**src/rtl/display_scan_capture_pkg.sv**
```systemverilog
// Shared types and constants for the 7-segment display scan capture block.
package display_scan_pkg;

  // Scan tracker states: waiting for a strobe, debouncing it, and holding after capture.
  typedef enum logic [1:0] {
    IDLE   = 2'd0,
    SETTLE = 2'd1,
    HOLD   = 2'd2
  } scan_state_e;

  // Active-high segment patterns, bit0 = A .. bit6 = G.
  localparam logic [6:0] GLYPH_0     = 7'h3F;
  localparam logic [6:0] GLYPH_1     = 7'h06;
  localparam logic [6:0] GLYPH_2     = 7'h5B;
  localparam logic [6:0] GLYPH_3     = 7'h4F;
  localparam logic [6:0] GLYPH_4     = 7'h66;
  localparam logic [6:0] GLYPH_5     = 7'h6D;
  localparam logic [6:0] GLYPH_6     = 7'h7D;
  localparam logic [6:0] GLYPH_7     = 7'h07;
  localparam logic [6:0] GLYPH_8     = 7'h7F;
  localparam logic [6:0] GLYPH_9     = 7'h6F;
  localparam logic [6:0] GLYPH_A     = 7'h77;
  localparam logic [6:0] GLYPH_B     = 7'h7C;
  localparam logic [6:0] GLYPH_C     = 7'h39;
  localparam logic [6:0] GLYPH_BLANK = 7'h00;

  // Codes reported for a dark digit and for a pattern that is not a known glyph.
  localparam logic [3:0] CODE_BLANK = 4'hF;
  localparam logic [3:0] CODE_BAD   = 4'hE;

  // Number of active strobes, used to tell a clean strobe from an overlap.
  function automatic logic [2:0] count_ones4(input logic [3:0] v);
    logic [2:0] n;
    n = 3'd0;
    for (int i = 0; i < 4; i++) begin
      n = n + {2'b00, v[i]};
    end
    return n;
  endfunction

endpackage

```
**src/rtl/display_scan_capture_if.sv**
```systemverilog
// Bundle of the scanned display bus plus the recovered frame and status outputs.
interface display_scan_capture_if;

  logic [6:0]  seg_in;
  logic        dp_in;
  logic [3:0]  dig_in;
  logic        clear_err;

  logic [15:0] digits;
  logic [3:0]  dp_out;
  logic        frame_valid;
  logic        frame_changed;
  logic        stale;
  logic        err_overlap;
  logic        err_glyph;

  // The display driver side (or a bench) drives the raw bus and watches the results.
  modport master (
    output seg_in, dp_in, dig_in, clear_err,
    input  digits, dp_out, frame_valid, frame_changed, stale, err_overlap, err_glyph
  );

  // The capture block consumes the raw bus and produces the results.
  modport slave (
    input  seg_in, dp_in, dig_in, clear_err,
    output digits, dp_out, frame_valid, frame_changed, stale, err_overlap, err_glyph
  );

endinterface

```
**src/rtl/display_scan_capture_glyph_decoder.sv**
```systemverilog
// Combinational 7-segment glyph to 4-bit code decoder.
module seg7_glyph_decoder
  import display_scan_pkg::*;
(
  input  logic [6:0] pattern,
  output logic [3:0] code,
  output logic       bad
);

  // Map each known lit-segment pattern to its code; anything unknown is flagged bad.
  always_comb begin
    code = CODE_BAD;
    bad  = 1'b0;
    case (pattern)
      GLYPH_0:     code = 4'h0;
      GLYPH_1:     code = 4'h1;
      GLYPH_2:     code = 4'h2;
      GLYPH_3:     code = 4'h3;
      GLYPH_4:     code = 4'h4;
      GLYPH_5:     code = 4'h5;
      GLYPH_6:     code = 4'h6;
      GLYPH_7:     code = 4'h7;
      GLYPH_8:     code = 4'h8;
      GLYPH_9:     code = 4'h9;
      GLYPH_A:     code = 4'hA;
      GLYPH_B:     code = 4'hB;
      GLYPH_C:     code = 4'hC;
      GLYPH_BLANK: code = CODE_BLANK;
      default: begin
        code = CODE_BAD;
        bad  = 1'b1;
      end
    endcase
  end

endmodule

```
**src/rtl/display_scan_capture.sv**
```systemverilog
// Recovers the four digits shown on a multiplexed 7-segment bus and commits them as frames.
module display_scan_capture
  import display_scan_pkg::*;
#(
  parameter bit          SEG_ACTIVE_LOW = 1'b1,
  parameter bit          DIG_ACTIVE_LOW = 1'b1,
  parameter int unsigned SETTLE_CYCLES  = 4,
  parameter int unsigned TIMEOUT_CYCLES = 2000000
) (
  input logic                   clk,
  input logic                   reset,
  display_scan_capture_if.slave bus
);

  localparam int unsigned        TIMER_W       = $clog2(TIMEOUT_CYCLES + 1);
  localparam logic [TIMER_W-1:0] TIMER_MAX     = TIMER_W'(TIMEOUT_CYCLES);
  localparam logic [8:0]         SETTLE_TARGET = 9'(SETTLE_CYCLES);
  localparam logic [6:0]         SEG_IDLE      = {7{SEG_ACTIVE_LOW}};
  localparam logic [3:0]         DIG_IDLE      = {4{DIG_ACTIVE_LOW}};

  // Synchronizer stages, reset to the electrically idle level so nothing looks lit.
  logic [6:0] seg_meta_q, seg_sync_q;
  logic       dp_meta_q, dp_sync_q;
  logic [3:0] dig_meta_q, dig_sync_q;

  // Polarity-normalised (active-high) view of the synchronized bus.
  logic [6:0] seg_act;
  logic       dp_act;
  logic [3:0] dig_act;
  logic [7:0] pat_act;
  logic [2:0] strobe_count;
  logic       one_strobe;
  logic       overlap;

  // Scan tracker.
  scan_state_e state_q, state_d;
  logic [3:0]  strobe_q, strobe_d;
  logic [7:0]  pat_q, pat_d;
  logic [7:0]  settle_cnt_q, settle_cnt_d;

  // Shadow frame being assembled and the mask of digits captured so far.
  logic [3:0]  mask_q, mask_d;
  logic [15:0] shadow_code_q, shadow_code_d;
  logic [3:0]  shadow_dp_q, shadow_dp_d;

  // Committed frame and status.
  logic [15:0]        digits_q, digits_d;
  logic [3:0]         dp_out_q, dp_out_d;
  logic               frame_valid_q, frame_valid_d;
  logic               frame_changed_q, frame_changed_d;
  logic [TIMER_W-1:0] timer_q, timer_d;
  logic               stale_q, stale_d;
  logic               err_overlap_q, err_overlap_d;
  logic               err_glyph_q, err_glyph_d;

  logic       capture;
  logic       commit;
  logic [3:0] dec_code;
  logic       dec_bad;

  // Two-flop synchronizer on every raw bus line.
  always_ff @(posedge clk or negedge reset) begin
    if (!reset) begin
      seg_meta_q <= SEG_IDLE;
      seg_sync_q <= SEG_IDLE;
      dp_meta_q  <= SEG_ACTIVE_LOW;
      dp_sync_q  <= SEG_ACTIVE_LOW;
      dig_meta_q <= DIG_IDLE;
      dig_sync_q <= DIG_IDLE;
    end else begin
      seg_meta_q <= bus.seg_in;
      seg_sync_q <= seg_meta_q;
      dp_meta_q  <= bus.dp_in;
      dp_sync_q  <= dp_meta_q;
      dig_meta_q <= bus.dig_in;
      dig_sync_q <= dig_meta_q;
    end
  end

  assign seg_act      = seg_sync_q ^ SEG_IDLE;
  assign dp_act       = dp_sync_q ^ SEG_ACTIVE_LOW;
  assign dig_act      = dig_sync_q ^ DIG_IDLE;
  assign pat_act      = {dp_act, seg_act};
  assign strobe_count = count_ones4(dig_act);
  assign one_strobe   = (strobe_count == 3'd1);
  assign overlap      = (strobe_count > 3'd1);

  // The decoder always looks at the latched pattern, which equals the live one on a capture cycle.
  seg7_glyph_decoder u_decoder (
    .pattern (pat_q[6:0]),
    .code    (dec_code),
    .bad     (dec_bad)
  );

  // Next-state logic: strobe tracking, shadow capture, frame commit, timeout and sticky errors.
  always_comb begin
    state_d         = state_q;
    strobe_d        = strobe_q;
    pat_d           = pat_q;
    settle_cnt_d    = settle_cnt_q;
    mask_d          = mask_q;
    shadow_code_d   = shadow_code_q;
    shadow_dp_d     = shadow_dp_q;
    digits_d        = digits_q;
    dp_out_d        = dp_out_q;
    frame_valid_d   = 1'b0;
    frame_changed_d = 1'b0;
    timer_d         = timer_q;
    stale_d         = stale_q;
    capture         = 1'b0;
    commit          = 1'b0;

    case (state_q)
      IDLE: begin
        if (one_strobe) begin
          state_d      = SETTLE;
          strobe_d     = dig_act;
          pat_d        = pat_act;
          settle_cnt_d = 8'd1;
        end
      end
      SETTLE: begin
        if ((dig_act == strobe_q) && (pat_act == pat_q)) begin
          if (({1'b0, settle_cnt_q} + 9'd1) >= SETTLE_TARGET) begin
            capture = 1'b1;
            state_d = HOLD;
          end else begin
            settle_cnt_d = settle_cnt_q + 8'd1;
          end
        end else begin
          state_d = IDLE;
        end
      end
      HOLD: begin
        if ((dig_act != strobe_q) || (pat_act != pat_q)) begin
          state_d = IDLE;
        end
      end
      default: state_d = IDLE;
    endcase

    // An overlapping strobe makes the whole scan untrustworthy, so it beats any capture or commit.
    if (overlap) begin
      state_d = IDLE;
      capture = 1'b0;
    end

    commit = (mask_q == 4'b1111) && !overlap;

    if (commit) begin
      digits_d        = shadow_code_q;
      dp_out_d        = shadow_dp_q;
      frame_valid_d   = 1'b1;
      frame_changed_d = (shadow_code_q != digits_q) || (shadow_dp_q != dp_out_q);
      mask_d          = 4'b0000;
    end

    if (capture) begin
      for (int i = 0; i < 4; i++) begin
        if (strobe_q[i]) begin
          shadow_code_d[i*4 +: 4] = dec_code;
          shadow_dp_d[i]          = pat_q[7];
        end
      end
      mask_d = mask_d | strobe_q;
    end

    if (overlap) begin
      mask_d = 4'b0000;
    end

    if (commit) begin
      timer_d = '0;
    end else if (timer_q != TIMER_MAX) begin
      timer_d = timer_q + TIMER_W'(1);
    end

    if (commit) begin
      stale_d = 1'b0;
    end else if (timer_d == TIMER_MAX) begin
      stale_d = 1'b1;
    end

    err_overlap_d = (err_overlap_q & ~bus.clear_err) | overlap;
    err_glyph_d   = (err_glyph_q & ~bus.clear_err) | (capture & dec_bad);
  end

  // State and frame registers.
  always_ff @(posedge clk or negedge reset) begin
    if (!reset) begin
      state_q         <= IDLE;
      strobe_q        <= 4'b0000;
      pat_q           <= 8'h00;
      settle_cnt_q    <= 8'd0;
      mask_q          <= 4'b0000;
      shadow_code_q   <= 16'hFFFF;
      shadow_dp_q     <= 4'b0000;
      digits_q        <= 16'hFFFF;
      dp_out_q        <= 4'b0000;
      frame_valid_q   <= 1'b0;
      frame_changed_q <= 1'b0;
      timer_q         <= '0;
      stale_q         <= 1'b1;
      err_overlap_q   <= 1'b0;
      err_glyph_q     <= 1'b0;
    end else begin
      state_q         <= state_d;
      strobe_q        <= strobe_d;
      pat_q           <= pat_d;
      settle_cnt_q    <= settle_cnt_d;
      mask_q          <= mask_d;
      shadow_code_q   <= shadow_code_d;
      shadow_dp_q     <= shadow_dp_d;
      digits_q        <= digits_d;
      dp_out_q        <= dp_out_d;
      frame_valid_q   <= frame_valid_d;
      frame_changed_q <= frame_changed_d;
      timer_q         <= timer_d;
      stale_q         <= stale_d;
      err_overlap_q   <= err_overlap_d;
      err_glyph_q     <= err_glyph_d;
    end
  end

  assign bus.digits        = digits_q;
  assign bus.dp_out        = dp_out_q;
  assign bus.frame_valid   = frame_valid_q;
  assign bus.frame_changed = frame_changed_q;
  assign bus.stale         = stale_q;
  assign bus.err_overlap   = err_overlap_q;
  assign bus.err_glyph     = err_glyph_q;

endmodule

```
**src/flat_wrapper.sv**
```systemverilog
// flat-port wrapper written by rule: the top's interface ports become plain ports
module display_scan_capture_flat import display_scan_pkg::*;
#(
  parameter bit          SEG_ACTIVE_LOW = 1'b1,
  parameter bit          DIG_ACTIVE_LOW = 1'b1,
  parameter int unsigned SETTLE_CYCLES  = 4,
  parameter int unsigned TIMEOUT_CYCLES = 2000000
)
  (clk, reset, bus_seg_in, bus_dp_in, bus_dig_in, bus_clear_err, bus_digits, bus_dp_out, bus_frame_valid, bus_frame_changed, bus_stale, bus_err_overlap, bus_err_glyph);
  display_scan_capture_if bus_i ();
  input logic clk;
  input logic reset;
  input wire logic [$bits(bus_i.seg_in)-1:0] bus_seg_in;
  input wire logic [$bits(bus_i.dp_in)-1:0] bus_dp_in;
  input wire logic [$bits(bus_i.dig_in)-1:0] bus_dig_in;
  input wire logic [$bits(bus_i.clear_err)-1:0] bus_clear_err;
  output wire logic [$bits(bus_i.digits)-1:0] bus_digits;
  output wire logic [$bits(bus_i.dp_out)-1:0] bus_dp_out;
  output wire logic [$bits(bus_i.frame_valid)-1:0] bus_frame_valid;
  output wire logic [$bits(bus_i.frame_changed)-1:0] bus_frame_changed;
  output wire logic [$bits(bus_i.stale)-1:0] bus_stale;
  output wire logic [$bits(bus_i.err_overlap)-1:0] bus_err_overlap;
  output wire logic [$bits(bus_i.err_glyph)-1:0] bus_err_glyph;
  assign bus_i.seg_in = bus_seg_in;
  assign bus_i.dp_in = bus_dp_in;
  assign bus_i.dig_in = bus_dig_in;
  assign bus_i.clear_err = bus_clear_err;
  assign bus_digits = bus_i.digits;
  assign bus_dp_out = bus_i.dp_out;
  assign bus_frame_valid = bus_i.frame_valid;
  assign bus_frame_changed = bus_i.frame_changed;
  assign bus_stale = bus_i.stale;
  assign bus_err_overlap = bus_i.err_overlap;
  assign bus_err_glyph = bus_i.err_glyph;
  display_scan_capture #(.SEG_ACTIVE_LOW(SEG_ACTIVE_LOW), .DIG_ACTIVE_LOW(DIG_ACTIVE_LOW), .SETTLE_CYCLES(SETTLE_CYCLES), .TIMEOUT_CYCLES(TIMEOUT_CYCLES)) u_core (.clk(clk), .reset(reset), .bus(bus_i));
endmodule
```
**config.mk**
```make
export PLATFORM = sky130hd
export DESIGN_NAME = display_scan_capture_flat
export DESIGN_NICKNAME = d
export VERILOG_FILES = /design/src/rtl/display_scan_capture_pkg.sv /design/src/rtl/display_scan_capture_if.sv /design/src/rtl/display_scan_capture_glyph_decoder.sv /design/src/rtl/display_scan_capture.sv /design/src/flat_wrapper.sv
export SDC_FILE = /design/constraint.sdc
export NUM_CORES = 1
export LEC_CHECK = 0
export ABC_AREA = 1
export BUFFER_PORTS_ARGS = -buffer_cell sky130_fd_sc_hd__buf_2
export CAP_MARGIN = 10
export CORE_ASPECT_RATIO = 0.8
export CORE_MARGIN = 3
export CORE_UTILIZATION = 25
export CTS_CLUSTER_DIAMETER = 200
export CTS_CLUSTER_SIZE = 10
export DETAILED_ROUTE_END_ITERATION = 10
export SYNTH_ARGS = -nofsm -noshare
export SYNTH_HDL_FRONTEND = slang
export SYNTH_SLANG_ARGS = --single-unit
```
**constraint.sdc**
```tcl
create_clock -name clk -period 2.52 [get_ports clk]
set_clock_uncertainty 0.1 [all_clocks]
set_input_delay 0.126 -clock clk [delete_from_list [all_inputs] [get_ports clk]]
set_output_delay 0.126 -clock clk [all_outputs]
set_load 0.01 [all_outputs]
```
==> results of run 1 <==
placed cells by master, fill, tap and decap left out, drive strengths merged, types with 2 or more instances in the layout:
master,instances
nand2,209
inv,89
nor2,70
buf,64
dfrtp,59
nand3,59
dfstp,57
o21ai,47
xor2,17
clkbuf,17
dlygate4sd3,14
a21oi,13
nand4,13
xnor2,12
nor3,10
ha,7
clkinv,5
or2,3
clkinvlp,3
o22ai,2
nor3b,2
through the flow:
stage               worst slack, ps  power [mW]
floorplan                     37.63       2.665
global placement             -22.16       2.872
detailed placement           -58.55       2.901
CTS                          -22.39       5.274
global route                 -134.5       5.517
finish                        24.22       5.243
kinds of logic (layout without fill, tap and decap cells):
group / Yosys count / count (layout) / synth area share
adders and majority gates: 8 / 8 / 0.01914
and+or+nand+nor: 368 / 369 / 0.2762
xor gates and xnor gates: 29 / 29 / 0.04518
AOI/OAI and AO/OA: 66 / 66 / 0.06299
DFF: 116 / 116 / 0.5290
buffers and inverters: 97 / 193 / 0.06744
cell type report:
class                   instances  area [sq um]  share of cell area
inverters                      83         316.6             0.04415
repair buffers                 78         578.1             0.08063
well taps                     300         375.4             0.05236
clock buffers                  17         425.4             0.05934
multi-input cells             472          2355              0.3284
flip-flops and latches        116          2974              0.4148
clock inverters                15         145.1             0.02024
timing repair:
| item | CTS | global route |
|---|---|---|
| cloned | 0 | 1 |
| pin swaps | 7 | 7 |
| resized for setup | 17 | 6 |
| endpoints found under the hold margin | 46 | 0 |
| hold buffers | 14 | 0 |
| setup buffers | 4 | 3 |
| setup endpoints to repair | 1 | 34 |
registers in the layout (all words and copies together), names as in the netlist:
name,cells
u_core.shadow_dp_q,4
u_core.seg_meta_q,7
u_core.bus.dp_out,4
u_core.state_q,2
u_core.dig_meta_q,4
u_core.pat_q,8
u_core.bus.frame_valid,1
u_core.dp_meta_q,1
u_core.strobe_q,4
u_core.dig_sync_q,4
u_core.bus.err_glyph,1
u_core.bus.frame_changed,1
u_core.timer_q,21
u_core.bus.stale,1
u_core.shadow_code_q,16
u_core.dp_sync_q,1
u_core.mask_q,4
u_core.seg_sync_q,7
u_core.settle_cnt_q,8
u_core.bus.digits,16
u_core.bus.err_overlap,1
where the power goes:
| group | switching (mW) | internal, mW | leakage [nW] | total, mW |
|---|---|---|---|---|
| Sequential | 0.245 | 2.02 | 1.38 | 2.26 |
| Combinational | 0.412 | 0.247 | 1.71 | 0.658 |
| Clock | 0.944 | 1.38 | 0.272 | 2.32 |
| Total | 1.60 | 3.64 | 3.36 | 5.24 |
worst paths after layout:
path / cells after the start / to
min in group clk: 2 / u_core.seg_meta_q[0]
max in group asynchronous: 3 / u_core.dig_sync_q[1]
worst min register to register: 0 / u_core.seg_sync_q[6]
worst max register to register: 16 / u_core.bus.stale
worst max-delay path: 16 / u_core.bus.stale
worst min-delay path: 2 / u_core.timer_q[19]
layer usage:
layer / track usage / wire length [um] / vias to the layer above
met3: 0.02575 / 615 / 12
met2: 0.1596 / 5457 / 121
met1: 0.1618 / 6833 / 2164
met4: 0.02961 / 108 / 0
li1: - / - / 2334
met5: 0 / 0 / -
==> flow_metrics.py, run 1 <==
metrics = {
    "cells_and_area": {
        "fillCellCount": 2217,
        "drive_gt1_frac": 0.2318,
        "synthToLayoutAreaGrowth_pct": 27.53,
        "fin_nets": 791,
        "antenna_cells": 0,
        "finalNonFillerCells": 1081,
        "fin_util": 0.3289,
        "final_area_sq_um": 7169,
    },
    "place": {
        "place_area_sq_um": 6297,
        "port_buffers": 39,
        "dp_hpwl_um": 9243,
        "dp.cells": 1027,
        "place.gp.congestion": 0.8446,
    },
    "sta": {
        "tns_ps": 0,
        "tightestPinTransition_ps": 691.2,
        "report.final.slew_viol_count": 0,
        "final-setup-viol-count": 0,
        "final_hold_viol_count": 0,
        "max_freq_mhz": 400.7,
        "finalCriticalPeriod_ps": 2496,
        "relSlewSlack": 0.5327,
        "timing.final.crit_share": 0.9904,
        "rsz0062_at_grt": "yes",
        "whs_ps": 116.3,
    },
    "worst_setup_path": {
        "critPathLaunch": "u_core.dig_sync_q[0]",
        "crit_family": "adder cells",
        "max_stage_delay_ps": 530,
        "critPathKind": "reg -> reg",
        "end_kind": "register",
        "cpMostUsedCell": "nand2_1",
        "path_cells": "inv_2, ha_4, fa_2, inv_2, ha_4, nand2_4, nor2_4, inv_6, buf_4, nand3_1, nand2_1, inv_1, nand2_1, nor2_1, nand3_1, nand2_1",
        "critical_path_arrival_ps": 2750,
        "critPathSlowestCell": "dfstp_2",
        "crit_required_ps": 2770,
        "timing.rr.start": "u_core.dig_sync_q[0]",
        "r2r_slack_ps": 20,
        "crit_buf_inv": 5,
        "worstPathMaxFanout": 7,
        "worstSetupStartpointType": "register",
    },
    "synthesis": {
        "synth_top_area_frac": 0.2664,
        "synth_seq_area_share": 0.5290,
        "syn_nets": 707,
        "async_flop_share": 1.000,
        "synth_edf_count": 0,
        "synth_area_leader_cell": "dfstp_2",
        "avgSynthCellArea_sq_um": 8.219,
        "yosysMostFrequentCell": "nand2_1",
        "synth_warnings": 0,
        "syn_inst": 684,
        "yosysUniqueCellTypes": 34,
        "synthTopCellsByArea": "dfstp_2 27%, dfrtp_1 26%, nand2_1 14%",
        "synth-seq-cells": 116,
        "synth_ff_type": "dfrtp_1",
        "synth_common_cells": "204 x nand2_1, 82 x inv_1, 67 x nor2_1",
        "syn_area_sq_um": 5622,
    },
    "floorplan": {
        "core_sq_um": 21800,
        "die_h_um": 140.1,
        "initial_utilization": 0.2579,
        "rows": 48,
        "design.die.area_sq_um": 24330,
        "io_pins": 40,
        "dieWidth_um": 173.7,
    },
    "min_path": {
        "min_path_type": "in -> async",
    },
    "detailed_routing": {
        "drtPass1Iterations": 5,
        "via_per_inst": 4.284,
        "avgRoutedWirePerCell_um": 12.04,
        "drt_iter0_drc": 333,
        "vias": 4631,
        "ant_nets": 0,
        "post-route-drc-count": 0,
        "wirelength_um": 13020,
    },
    "power_and_ir_drop": {
        "p_leak_nw": 3.357,
        "ir_worst_vdd_v": 0.0004429,
        "power_density_nw_per_um2": 731.2,
    },
    "global_route": {
        "grt_pass1_wl_um": 21750,
        "grt_usage": 0.1094,
        "grt_pass1_vias": 4357,
        "grt_overflow_total": 0,
        "grt_max_degree": 59,
        "antenna_found_initial": 0,
    },
    "clocking": {
        "cts_buffers": 17,
        "clk_path_buf_depth": 2,
        "root_buffer": "clkbuf_16",
        "clkLatencyLatePin_ps": 410,
        "cts_tree": "yes",
        "cts.sink_count": 116,
        "path_clk_slew_ps": 60,
        "htreeDepth": 4,
    },
    "status": {
        "status": "finished clean",
    },
    "flow_run": {
        "drv.max_cap_violation_count": 0,
    },
}
Power figures use the tool's default switching activity.
==> run 2: changes to the inputs <==
==> constraint.sdc (replaced) <==
create_clock -name clk -period 2.52 [get_ports clk]
set_clock_uncertainty 0.1 [all_clocks]
set_input_delay 0 -clock clk [delete_from_list [all_inputs] [get_ports clk]]
set_output_delay 0 -clock clk [all_outputs]
set_load 0.01 [all_outputs]
==> run 2 against run 1 <==
The run now ends with negative setup slack left. Non-clock buffer count is 7 higher. Sequential power hardly changed. Register-to-register slack worse by 40 ps. Clock-buffer cell count is 1 higher. Critical endpoint is now u_core.bus.frame_changed.
==> flow_metrics.py, run 2 (synthesized netlist as in run 1, its figures left out) <==
metrics = {
    "sta": {
        "final-setup-viol-count": 4,
        "finalCriticalPeriod_ps": 2532,
        "whs_ps": 85.45,
        "max_freq_mhz": 394.9,
        "report.final.slew_viol_count": 0,
        "final_hold_viol_count": 0,
        "tightestPinTransition_ps": 659.6,
        "relSlewSlack": 0.5541,
        "timing.final.crit_share": 1.005,
        "rsz0062_at_grt": "yes",
        "worst_slack_ps": -12.39,
    },
    "cells_and_area": {
        "multiInputGateArea_sq_um": 2387,
        "regArea_sq_um": 2974,
        "largest_register_ff_count": 21,
        "antenna_cells": 0,
        "top_register": "u_core.timer_q",
        "synthToLayoutAreaGrowth_pct": 28.73,
        "fin_nets": 797,
        "final_common_cell": "nand2_1",
        "drive_gt1_frac": 0.2516,
        "final_area_sq_um": 7237,
        "fillCellCount": 2257,
        "mostFrequentLayoutCells": "202 x nand2_1, 78 x inv_1, 64 x nor2_1, 59 x dfrtp_1, 57 x dfstp_2",
    },
    "place": {
        "place.gp.congestion": 0.8897,
        "dp_hpwl_um": 9059,
        "place_ws_ps": -70.68,
        "port_buffers": 39,
        "place_area_sq_um": 6320,
    },
    "clocking": {
        "path_clk_slew_ps": 60,
        "clkLatencyLatePin_ps": 410,
        "root_buffer": "clkbuf_16",
        "cts_buffers": 17,
        "cts.sink_count": 116,
        "clk_path_buf_depth": 2,
        "htreeDepth": 4,
        "cts_tree": "yes",
    },
    "worst_setup_path": {
        "end_kind": "register",
        "endpoint": "u_core.bus.frame_changed",
        "critical_path_arrival_ps": 2760,
        "crit_buf_inv": 6,
        "timing.rr.start": "u_core.dig_sync_q[1]",
        "r2r_cells": 12,
        "path_cells": "inv_2, ha_4, fa_2, inv_2, ha_4, nand2_4, nor2_4, clkinv_4, buf_8, buf_8, buf_4, a31oi_1",
        "worstSetupStartpointType": "register",
        "reg2reg_to": "u_core.bus.frame_changed",
        "critPathSlowestCell": "dfstp_2",
        "r2r_slack_ps": -10,
        "critPathLaunch": "u_core.dig_sync_q[1]",
        "cp_num_cells": 12,
        "crit_required_ps": 2750,
        "worstPathMaxFanout": 25,
        "max_stage_delay_ps": 530,
        "crit_family": "adder cells",
        "critPathKind": "reg -> reg",
    },
    "detailed_routing": {
        "drt_iter0_drc": 356,
        "m1WireLength_um": 6590,
        "wl_met3_um": 808,
        "top_layer_used": "met4",
        "avgRoutedWirePerCell_um": 12.12,
        "drtPass1Iterations": 5,
        "ant_nets": 0,
        "post-route-drc-count": 0,
        "vias": 4668,
        "via_per_inst": 4.294,
        "wl_met2_um": 5680,
        "wirelength_um": 13170,
    },
    "status": {
        "status": "finished, violations left",
        "violations": "negative setup slack",
    },
    "floorplan": {
        "die_h_um": 140.1,
        "core_sq_um": 21800,
        "dieWidth_um": 173.7,
        "io_pins": 40,
        "design.die.area_sq_um": 24330,
        "rows": 48,
        "initial_utilization": 0.2579,
    },
    "power_and_ir_drop": {
        "p_leak_nw": 3.373,
        "power_density_nw_per_um2": 721.3,
        "ir_worst_vdd_v": 0.0005121,
    },
    "global_route": {
        "grt_overflow_total": 0,
        "grt_pass1_vias": 4590,
        "grt_pass1_wl_um": 22490,
        "grt_max_degree": 117,
        "antenna_found_initial": 0,
        "grt_usage": 0.1125,
    },
    "flow_run": {
        "drv.max_cap_violation_count": 0,
    },
    "min_path": {
        "min_path_type": "in -> async",
    },
}
==> run 2: worst min-delay path by stage <==
stage / slack, ps / depth (start not counted) / endpoint
final: 90 / 3 / u_core.timer_q[18]
after detailed placement: 6 / 1 / u_core.seg_meta_q[1]
after floorplan: -400 / 0 / u_core.bus.dp_out[0]
after CTS: 100 / 2 / u_core.seg_meta_q[3]
after global placement: 6 / 1 / u_core.seg_meta_q[0]
after global routing: 120 / 2 / u_core.seg_meta_q[6]
==> run 2: stage by stage <==
stage / power, mW / TNS, ps / util / std cells
floorplan: 2.665 / 0 / - / 684
finish: 5.220 / -36.46 / 0.3320 / 1087
global placement: 2.891 / -24.50 / 0.2899 / 1030
global route: 5.520 / -2008 / 0.3320 / 1087
CTS: 5.286 / -121.7 / 0.3287 / 1082
detailed placement: 2.920 / -70.68 / 0.2899 / 1030
==> run 2: repair_timing <==
| item | in CTS | in global routing |
|---|---|---|
| endpoints found under the setup margin | 1 | 59 |
| gates resized for setup | 26 | 14 |
| hold buffers | 14 | 0 |
| pin swaps | 12 | 9 |
| hold endpoints to repair | 130 | 0 |
| setup buffers | 6 | 5 |
==> run 2: worst min-delay path, delay by kind of cell <==
kind / cells / cell delay [ps]
buffers and inverters: 3 / 1040
==> run 2: metal layers <==
| layer | global-route usage | up-vias |
|---|---|---|
| met2 | 0.1683 | 121 |
| met5 | 0 | - |
| met3 | 0.03008 | 10 |
| met1 | 0.1624 | 2179 |
| li1 | - | 2358 |
| met4 | 0.02665 | 0 |
==> run 2: layout make-up <==
class | count | share of cell area
Inverter | 83 | 0.04374
Clock buffer | 18 | 0.06068
Tap cell | 300 | 0.05187
Sequential cell | 116 | 0.4110
Timing Repair Buffer | 85 | 0.08524
Clock inverter | 14 | 0.01763
Multi-Input combinational cell | 471 | 0.3299
==> run 2: power by group <==
group          switching [mW]  total [mW]  internal [mW]
clock                   0.906        2.29           1.39
sequential              0.219        2.24           2.02
combinational           0.431       0.687          0.256
